### config.mk
export PLATFORM = sky130hd
export DESIGN_NAME = fifo_param
export DESIGN_NICKNAME = d
export VERILOG_FILES = /design/src/rtl/fifo_param.sv
export SDC_FILE = /design/constraint.sdc
export NUM_CORES = 1
export LEC_CHECK = 0
export CAP_MARGIN = 20
export CORE_MARGIN = 4
export CORE_UTILIZATION = 40
export CTS_CLUSTER_SIZE = 16
export DETAILED_ROUTE_END_ITERATION = 10
export GPL_ROUTABILITY_DRIVEN = 0
export PLACE_DENSITY = 0.63
export SLEW_MARGIN = 15
export SYNTH_ARGS = -nofsm -noshare
export SYNTH_HDL_FRONTEND = slang
export SYNTH_SLANG_ARGS = --single-unit
### constraint.sdc
create_clock -name CLOCK -period 3.51 [get_ports CLOCK]
set_input_delay 0.702 -clock CLOCK [delete_from_list [all_inputs] [get_ports CLOCK]]
set_output_delay 0.702 -clock CLOCK [all_outputs]
set_load 0.1 [all_outputs]
### src/rtl/fifo_param.sv
// fifo_param -- parametrised single-clock FIFO with selectable read latency.
//
// Purpose:
//   Buffers WIDTH-bit words between a producer and a consumer that share
//   CLOCK. Storage is an internal DEPTH x WIDTH register array. Read latency
//   is either one cycle (registered DATA_OUT, SHOW_AHEAD = 0) or zero cycles
//   (first-word fall-through, SHOW_AHEAD = 1).
//
// Parameters:
//   WIDTH      data word width (>= 1)
//   DEPTH      number of words, power of two, >= 4
//   AFULL_TH   almost-full threshold, 1 .. DEPTH
//   AEMPTY_TH  almost-empty threshold, 0 .. DEPTH-1
//   SHOW_AHEAD 0 = registered read, 1 = first-word fall-through
//
// Ports:
//   CLOCK       in   system clock, rising edge
//   RESET_N     in   asynchronous active-low reset
//   CLEAR_N     in   synchronous active-low clear (same effect as reset)
//   WRITE       in   write request
//   READ        in   read request
//   DATA_IN     in   write data
//   DATA_OUT    out  read data
//   F_FULL_N    out  low when USE_DW == DEPTH
//   F_EMPTY_N   out  low when USE_DW == 0
//   F_AFULL_N   out  low when USE_DW >= AFULL_TH
//   F_AEMPTY_N  out  low when USE_DW <= AEMPTY_TH
//   USE_DW      out  stored word count, 0 .. DEPTH
//   OVF_ERR     out  one-cycle pulse, a write was rejected
//   UDF_ERR     out  one-cycle pulse, a read was rejected

module fifo_param #(
  parameter int WIDTH      = 8,
  parameter int DEPTH      = 32,
  parameter int AFULL_TH   = DEPTH - 4,
  parameter int AEMPTY_TH  = 4,
  parameter int SHOW_AHEAD = 0
) (
  input  logic                       CLOCK,
  input  logic                       RESET_N,
  input  logic                       CLEAR_N,
  input  logic                       WRITE,
  input  logic                       READ,
  input  logic [WIDTH-1:0]           DATA_IN,
  output logic [WIDTH-1:0]           DATA_OUT,
  output logic                       F_FULL_N,
  output logic                       F_EMPTY_N,
  output logic                       F_AFULL_N,
  output logic                       F_AEMPTY_N,
  output logic [$clog2(DEPTH):0]     USE_DW,
  output logic                       OVF_ERR,
  output logic                       UDF_ERR
);

  localparam int AW = $clog2(DEPTH);

  localparam logic [AW:0]   DEPTH_C     = (AW+1)'(DEPTH);
  localparam logic [AW:0]   AFULL_C     = (AW+1)'(AFULL_TH);
  localparam logic [AW:0]   AEMPTY_C    = (AW+1)'(AEMPTY_TH);
  localparam logic [AW:0]   CNT_ONE     = (AW+1)'(1);
  localparam logic [AW-1:0] PTR_ONE     = AW'(1);
  // Almost-full is only asserted at count 0 if the threshold were 0 or less.
  localparam logic          AFULL_N_RST = (AFULL_TH <= 0) ? 1'b0 : 1'b1;

  // Control state mirrors the occupancy extremes; full/empty decisions for
  // accepting requests are taken from it.
  typedef enum logic [1:0] {
    S_EMPTY,
    S_PARTIAL,
    S_FULL
  } state_t;

  state_t            state_reg, state_next;
  logic [AW-1:0]     wptr_reg, wptr_next;
  logic [AW-1:0]     rptr_reg, rptr_next;
  logic [AW:0]       count_reg, count_next;
  logic              afull_n_reg, afull_n_next;
  logic              aempty_n_reg, aempty_n_next;
  logic              ovf_reg, ovf_next;
  logic              udf_reg, udf_next;
  logic              wr_ok, rd_ok;

  logic [WIDTH-1:0]  mem [DEPTH];

  // Next-state, acceptance and flag logic.
  always_comb begin
    state_next    = state_reg;
    wptr_next     = wptr_reg;
    rptr_next     = rptr_reg;
    count_next    = count_reg;
    afull_n_next  = afull_n_reg;
    aempty_n_next = aempty_n_reg;
    ovf_next      = 1'b0;
    udf_next      = 1'b0;
    wr_ok         = 1'b0;
    rd_ok         = 1'b0;

    if (!CLEAR_N) begin
      // Clear overrides both requests; storage is left as is.
      state_next    = S_EMPTY;
      wptr_next     = '0;
      rptr_next     = '0;
      count_next    = '0;
      afull_n_next  = AFULL_N_RST;
      aempty_n_next = 1'b0;
    end else begin
      rd_ok = READ && (state_reg != S_EMPTY);
      // A write into a full FIFO is fine when a read frees a slot on the
      // same edge. No pass-through when empty: the read is rejected.
      wr_ok = WRITE && ((state_reg != S_FULL) || READ);

      ovf_next = WRITE && !wr_ok;
      udf_next = READ && !rd_ok;

      if (wr_ok) wptr_next = wptr_reg + PTR_ONE;
      if (rd_ok) rptr_next = rptr_reg + PTR_ONE;

      case ({wr_ok, rd_ok})
        2'b10:   count_next = count_reg + CNT_ONE;
        2'b01:   count_next = count_reg - CNT_ONE;
        default: count_next = count_reg;
      endcase

      afull_n_next  = !(count_next >= AFULL_C);
      aempty_n_next = !(count_next <= AEMPTY_C);

      case (state_reg)
        S_EMPTY: begin
          if (wr_ok) state_next = S_PARTIAL;
        end
        S_PARTIAL: begin
          if (count_next == DEPTH_C)  state_next = S_FULL;
          else if (count_next == '0)  state_next = S_EMPTY;
        end
        S_FULL: begin
          if (rd_ok && !wr_ok) state_next = S_PARTIAL;
        end
        default: state_next = S_EMPTY;
      endcase
    end
  end

  always_ff @(posedge CLOCK or negedge RESET_N) begin
    if (!RESET_N) begin
      state_reg    <= S_EMPTY;
      wptr_reg     <= '0;
      rptr_reg     <= '0;
      count_reg    <= '0;
      afull_n_reg  <= AFULL_N_RST;
      aempty_n_reg <= 1'b0;
      ovf_reg      <= 1'b0;
      udf_reg      <= 1'b0;
    end else begin
      state_reg    <= state_next;
      wptr_reg     <= wptr_next;
      rptr_reg     <= rptr_next;
      count_reg    <= count_next;
      afull_n_reg  <= afull_n_next;
      aempty_n_reg <= aempty_n_next;
      ovf_reg      <= ovf_next;
      udf_reg      <= udf_next;
    end
  end

  // Storage array carries no reset so it maps onto plain memory.
  always_ff @(posedge CLOCK) begin
    if (wr_ok) mem[wptr_reg] <= DATA_IN;
  end

  generate
    if (SHOW_AHEAD != 0) begin : g_show_ahead
      // Head word is presented combinationally; zero while empty so stale or
      // never-written storage is not exposed.
      assign DATA_OUT = (state_reg == S_EMPTY) ? '0 : mem[rptr_reg];
    end else begin : g_normal
      logic [WIDTH-1:0] dout_reg;

      // Holds the last word read; deliberately not cleared on going empty.
      always_ff @(posedge CLOCK or negedge RESET_N) begin
        if (!RESET_N)     dout_reg <= '0;
        else if (!CLEAR_N) dout_reg <= '0;
        else if (rd_ok)    dout_reg <= mem[rptr_reg];
      end

      assign DATA_OUT = dout_reg;
    end
  endgenerate

  assign F_FULL_N   = (state_reg != S_FULL);
  assign F_EMPTY_N  = (state_reg != S_EMPTY);
  assign F_AFULL_N  = afull_n_reg;
  assign F_AEMPTY_N = aempty_n_reg;
  assign USE_DW     = count_reg;
  assign OVF_ERR    = ovf_reg;
  assign UDF_ERR    = udf_reg;

endmodule

==> results of run 1 <==
==> metal layers <==
metal  vias to the layer above  routed length (um)  part of all wire [%]  track usage (%)
met1                      3160               10600                    44             22.2
met4                         0                 592                   2.4             4.13
li1                       2696                   -                     -                -
met2                       196               11700                    48             25.5
met5                         -                   0                     0                0
met3                        43                1380                   5.7             2.59
==> final cells by class <==
class / count / area, um^2 / area share (%)
clock buffer: 34 / 766 / 5.66
clock inverter: 22 / 223 / 1.65
inverter: 7 / 26.3 / 0.194
multi-input combinational: 304 / 2890 / 21.4
sequential: 286 / 8440 / 62.4
tap: 384 / 480 / 3.55
timing repair buffer: 85 / 698 / 5.16
==> worst reg2reg max path, cell delays in order (launching register included) <==
cell and delay [ns]:
dfrtp_1 0.43, or2_2 0.35, nand2_1 0.10, inv_1 0.10
ha_1 0.22, xor2_1 0.17, ha_1 0.24, a21o_1 0.19
a21oi_1 0.20, a211oi_2 0.08, xnor2_1 0.30, nand4_1 0.17
a41o_1 0.27
==> cells in the final DEF, fill, tap and decap left out, types with 8 or more instances in the layout <==
| cell | n |
|---|---|
| a21oi_1 | 15 |
| clkbuf_16 | 30 |
| a22o_1 | 8 |
| mux2i_1 | 29 |
| ha_1 | 8 |
| mux4_2 | 53 |
| a22oi_1 | 13 |
| and2_1 | 10 |
| nor2_1 | 40 |
| buf_4 | 67 |
| dfrtp_1 | 27 |
| nor2b_1 | 9 |
| xnor2_1 | 10 |
| clkdlybuf4s50_1 | 15 |
| nand4_1 | 9 |
| nand2_1 | 26 |
| edfxtp_1 | 256 |
| nand3_1 | 8 |
==> path summary, 6_finish.rpt <==
check	cells after the start	from	endpoint	slack, ns
worst min register to register	1	DATA_OUT[4]	DATA_OUT[4]	0.54
min in group asynchronous	2	RESET_N	DATA_OUT[1]	0.55
max in group asynchronous	2	RESET_N	rptr_reg[0]	2.62
worst max-delay path	2	state_reg[1]	F_EMPTY_N	0.50
worst max register to register	12	state_reg[1]	state_reg[0]	0.57
worst min-delay path	1	DATA_OUT[4]	DATA_OUT[4]	0.54
==> power by group through the flow <==
stage / sequential, mW / combinational, mW / clock [mW]
floorplan: 3.93 / 0.319 / 0
global placement: 3.86 / 0.555 / 0
detailed placement: 3.87 / 0.568 / 0
CTS: 3.79 / 0.570 / 3.17
global route: 3.80 / 0.603 / 3.34
finish: 3.79 / 0.564 / 3.10
==> cell families after synthesis <==
kind of cell / after synthesis / share of synthesized area [%]
AND/OR/NAND/NOR: 122 / 5.26
adder cells (fa/ha/maj): 8 / 0.865
XOR/XNOR: 13 / 0.984
flip-flops: 286 / 72.9
buffers and inverters: 43 / 2.16
multiplexers: 82 / 12.8
AO/OA/AOI/OAI: 79 / 4.99
==> flow_summary.json, run 1 <==
{
  "status": "completed",
  "syn_to_final_growth_pct": 16.9,
  "routed_via_density": 5.43,
  "p_switching_mw": 1.70,
  "ir_worst_vdd_mv": 0.337,
  "slowest_stage": "clkdlybuf4s50_1",
  "finalSetupTns_ns": 0,
  "slowest_delay_ns": 0.98,
  "cts_root_buf": "clkbuf_16",
  "worst_setup_path_end_kind": "primary output",
  "fin_total_pwr_mw": 7.46,
  "htreeDepth": 1,
  "p_int_mw": 5.76,
  "largest_reg_flops": 256,
  "critPathBufInv": 1,
  "drc": 0,
  "pwr-share-seq_pct": 50.9,
  "critical_path_class": "reg -> out",
  "wirelength_mm": 24.3,
  "vias": 6095,
  "path_max_fanout": 5,
  "dpl_cell_area_um2": 12500,
  "synth_top_cell_by_area": "edfxtp_1",
  "syn_area_um2": 11600,
  "swShare_pct": 22.8,
  "stdcell_area_um2": 13500,
  "fmax_ghz": 0.332,
  "ys.flop_type": "edfxtp_1",
  "crit_arrival_ns": 2.31,
  "hold_class": "reg -> reg",
  "cts_resized": 0,
  "dpl.cell_count": 1066,
  "setup_ws_ns": 0.498,
  "cpLargestDelayFamily": "buffers and inverters",
  "wire_per_inst_um": 21.6,
  "hold_violations": 0,
  "clockPowerShare_pct": 41.6,
  "ys_types": 52,
  "yosys-top-cells-count": "edfxtp_1, mux4_2, nor2_1",
  "slew_headroom_pct": 35.3,
  "clock_sinks": 286,
  "avgSynthCellArea_um2": 18.3,
  "ys_ff_latch": 286,
  "dp_hpwl_mm": 15.6,
  "antenna_found_initial": 0,
  "cts_setup_buffers": 0,
  "numCtsBuffers": 30,
  "powerDensity_nw_per_um2": 551,
  "yosysMostFrequentCell": "edfxtp_1",
  "setup_viol": 0,
  "slew_violations": 0,
  "final_antenna_net_count": 0,
  "first_iter_violations": 626,
  "fp-row-count": 62,
  "n_fill_cell": 2385,
  "grt_max_degree": 33,
  "rsz0062_at_grt": "no",
  "core_um2": 28600,
  "port_buffers": 32,
  "period_share_pct": 85.8,
  "final_core_util_pct": 47.3,
  "clockBufferDepth": 3,
  "yosys.area.top_type_share_pct": 66.4,
  "antennaDiodeCount": 0,
  "p_leak_nw": 4.47,
  "start_kind": "register",
  "syn_nets": 654,
  "synth-warning-count": 0,
  "pin_count": 33,
  "grt_pass1_wl_mm": 37.7,
  "max_flop_register": "mem",
  "nets": 735,
  "synth-seq-area-share_pct": 72.9,
  "period_needed_ns": 3.01,
  "cts_tree": "built",
  "clk_pin_slew_ns": 0.06,
  "combPwrFrac_pct": 7.6,
  "track_usage_pct": 15.7,
  "place_ws_ns": 0.0289,
  "maxCapViolations": 0,
  "overflow": 0,
  "holdWs_ns": 0.542,
  "clkLatencyLatePin_ns": 0.57,
  "die-area_um2": 31700,
  "start_util_pct": 40.4,
  "tightestPinTransition_ns": 0.968,
  "grt_pass1_vias": 6439,
  "fin_worst_skew_ns": 0.0257,
  "die_y_um": 178,
  "layout-drive-gt1-share_pct": 24.0,
  "synth_edf_count": 256,
  "firstDrtPassIters": 5,
  "finalNonFillerCells": 1122,
  "die_x_um": 178,
  "cp_cell_sequence": "or2_2 -> clkdlybuf4s50_1",
  "async_flop_share_pct": 10.5,
  "synth_cells": 633,
  "ctsHoldBuffers": 0,
  "synthTopCellsByArea": "edfxtp_1, mux4_2, dfrtp_1, mux2i_1, nor2_1",
  "worst_ep_required_time_ns": 2.81
}
Note: power is estimated with default switching activity, not from simulation.
==> inputs of run 2 (changes only) <==
CTS_CLUSTER_SIZE = unset   (was 16)
==> results of run 2 <==
Same layout as run 1: the final DEF is identical, and so are final timing and power.
==> inputs of run 3 (changes only) <==
CTS_CLUSTER_SIZE = 25   (was unset)
DONT_BUFFER_PORTS = 1   (was unset)
PLACE_DENSITY = 0.61   (was 0.63)
==> flow_summary.json, run 3 (synthesis results as in run 1) <==
{
  "tightestPinTransition_ns": 1.14,
  "start_kind": "register",
  "die_y_um": 178,
  "finalSetupTns_ns": 0,
  "fin_worst_skew_ns": 0.0185,
  "place_ws_ns": 0.523,
  "mostFrequentLayoutCell": "edfxtp_1",
  "die_x_um": 178,
  "wire_per_inst_um": 23.1,
  "numCtsBuffers": 29,
  "critical_path_class": "reg -> reg",
  "track_usage_pct": 15.7,
  "wirelength_mm": 24.4,
  "first_iter_violations": 586,
  "slew_headroom_pct": 23.9,
  "start_util_pct": 40.4,
  "reg2reg_depth": 12,
  "htreeDepth": 1,
  "worst_setup_path_end_kind": "register",
  "powerDensity_nw_per_um2": 555,
  "r2r_slack_ns": 0.48,
  "maxCapViolations": 0,
  "antennaDiodeCount": 0,
  "largest_reg_flops": 256,
  "crit_arrival_ns": 3.45,
  "antenna_found_initial": 0,
  "fin_total_pwr_mw": 7.18,
  "grt_max_degree": 33,
  "p_leak_nw": 4.11,
  "setup_viol": 0,
  "worst_ep_required_time_ns": 3.94,
  "fp-row-count": 62,
  "grt_pass1_vias": 6030,
  "layout-drive-gt1-share_pct": 18.0,
  "slew_violations": 0,
  "nets": 671,
  "final_antenna_net_count": 0,
  "die-area_um2": 31700,
  "clockBufferDepth": 3,
  "setup_ws_ns": 0.485,
  "clkLatencyLatePin_ns": 0.55,
  "hold_class": "in -> reg",
  "n_fill_cell": 2447,
  "rsz0062_at_grt": "no",
  "routed_via_density": 5.57,
  "cts_root_buf": "clkbuf_16",
  "grt_pass1_wl_mm": 37.7,
  "fmax_ghz": 0.331,
  "ir_worst_vdd_mv": 0.348,
  "cts_resized": 0,
  "status": "completed",
  "clock_sinks": 286,
  "final_cell_mix": "edfxtp_1, mux4_2, nor2_1",
  "syn_to_final_growth_pct": 11.7,
  "firstDrtPassIters": 5,
  "worstHoldPathCells": 1,
  "drc": 0,
  "hold_violations": 0,
  "max_flop_register": "mem",
  "port_buffers": 0,
  "period_share_pct": 86.2,
  "core_um2": 28600,
  "vias": 5892,
  "overflow": 0,
  "dpl.cell_count": 1001,
  "finalNonFillerCells": 1057,
  "clk_pin_slew_ns": 0.06,
  "period_needed_ns": 3.03,
  "pin_count": 33,
  "path_max_fanout": 6,
  "cts_tree": "built",
  "dp_hpwl_mm": 15.4
}
run 3: path summary, 6_finish.rpt:
path	startpoint	to
min in group asynchronous	RESET_N	DATA_OUT[2]
max reg2reg	state_reg[1]	state_reg[0]
min	CLEAR_N	F_AFULL_N
max in group asynchronous	RESET_N	F_AFULL_N
max	state_reg[1]	state_reg[0]
min reg2reg	wptr_reg[1]	wptr_reg[1]
run 3: repair_timing:
action                                 4_1_cts  5_1_grt
hold buffers                                 2        0
endpoints found under the hold margin       30        0
setup buffers                                0        0
run 3: power breakdown:
part | switching (mW) | internal (mW) | total [mW]
logic | 0.226 | 0.179 | 0.405
registers | 0.116 | 3.74 | 3.85
clock network | 1.25 | 1.67 | 2.92
total | 1.59 | 5.58 | 7.18
run 3: critical path: stages, from the launching register on:
cell and delay [ns]:
dfrtp_1 0.45, or2_2 0.33, nand2_1 0.16, inv_1 0.13, ha_1 0.23, xor2_1 0.18, ha_1 0.25, a21o_1 0.19
a21oi_1 0.17, a211oi_2 0.08, xnor2_1 0.30, nand4_1 0.18, a41o_1 0.27
run 3: area by class of cell:
type | instances | area [um^2] | share of cell area [%]
clock buffer | 37 | 756 | 5.85
clock inverter | 17 | 139 | 1.07
inverter | 7 | 26.3 | 0.203
multi-input combinational | 304 | 2890 | 22.3
sequential | 286 | 8440 | 65.3
tap | 384 | 480 | 3.72
timing repair buffer | 22 | 193 | 1.49
run 3: per-stage QoR:
stage | hold slack [ns] | utilization, % | area [um^2]
6_report | 0.205 | 45.2 | 12900
4_1_cts | 0.182 | 45.2 | 12900
3_5_place_dp | 0.407 | 41.9 | 12000
3_3_place_gp | 0.407 | 41.9 | 12000
5_1_grt | 0.183 | 45.2 | 12900
2_1_floorplan | 0.406 | - | 11600
run 3: metal layers:
| metal | vias to the layer above | share of wire (%) | track usage (%) |
|---|---|---|---|
| met5 | - | 0 | 0 |
| met4 | 0 | 2.3 | 3.87 |
| met3 | 37 | 6.1 | 2.99 |
| met2 | 161 | 48 | 25.3 |
| met1 | 3123 | 44 | 22.3 |
| li1 | 2571 | - | - |
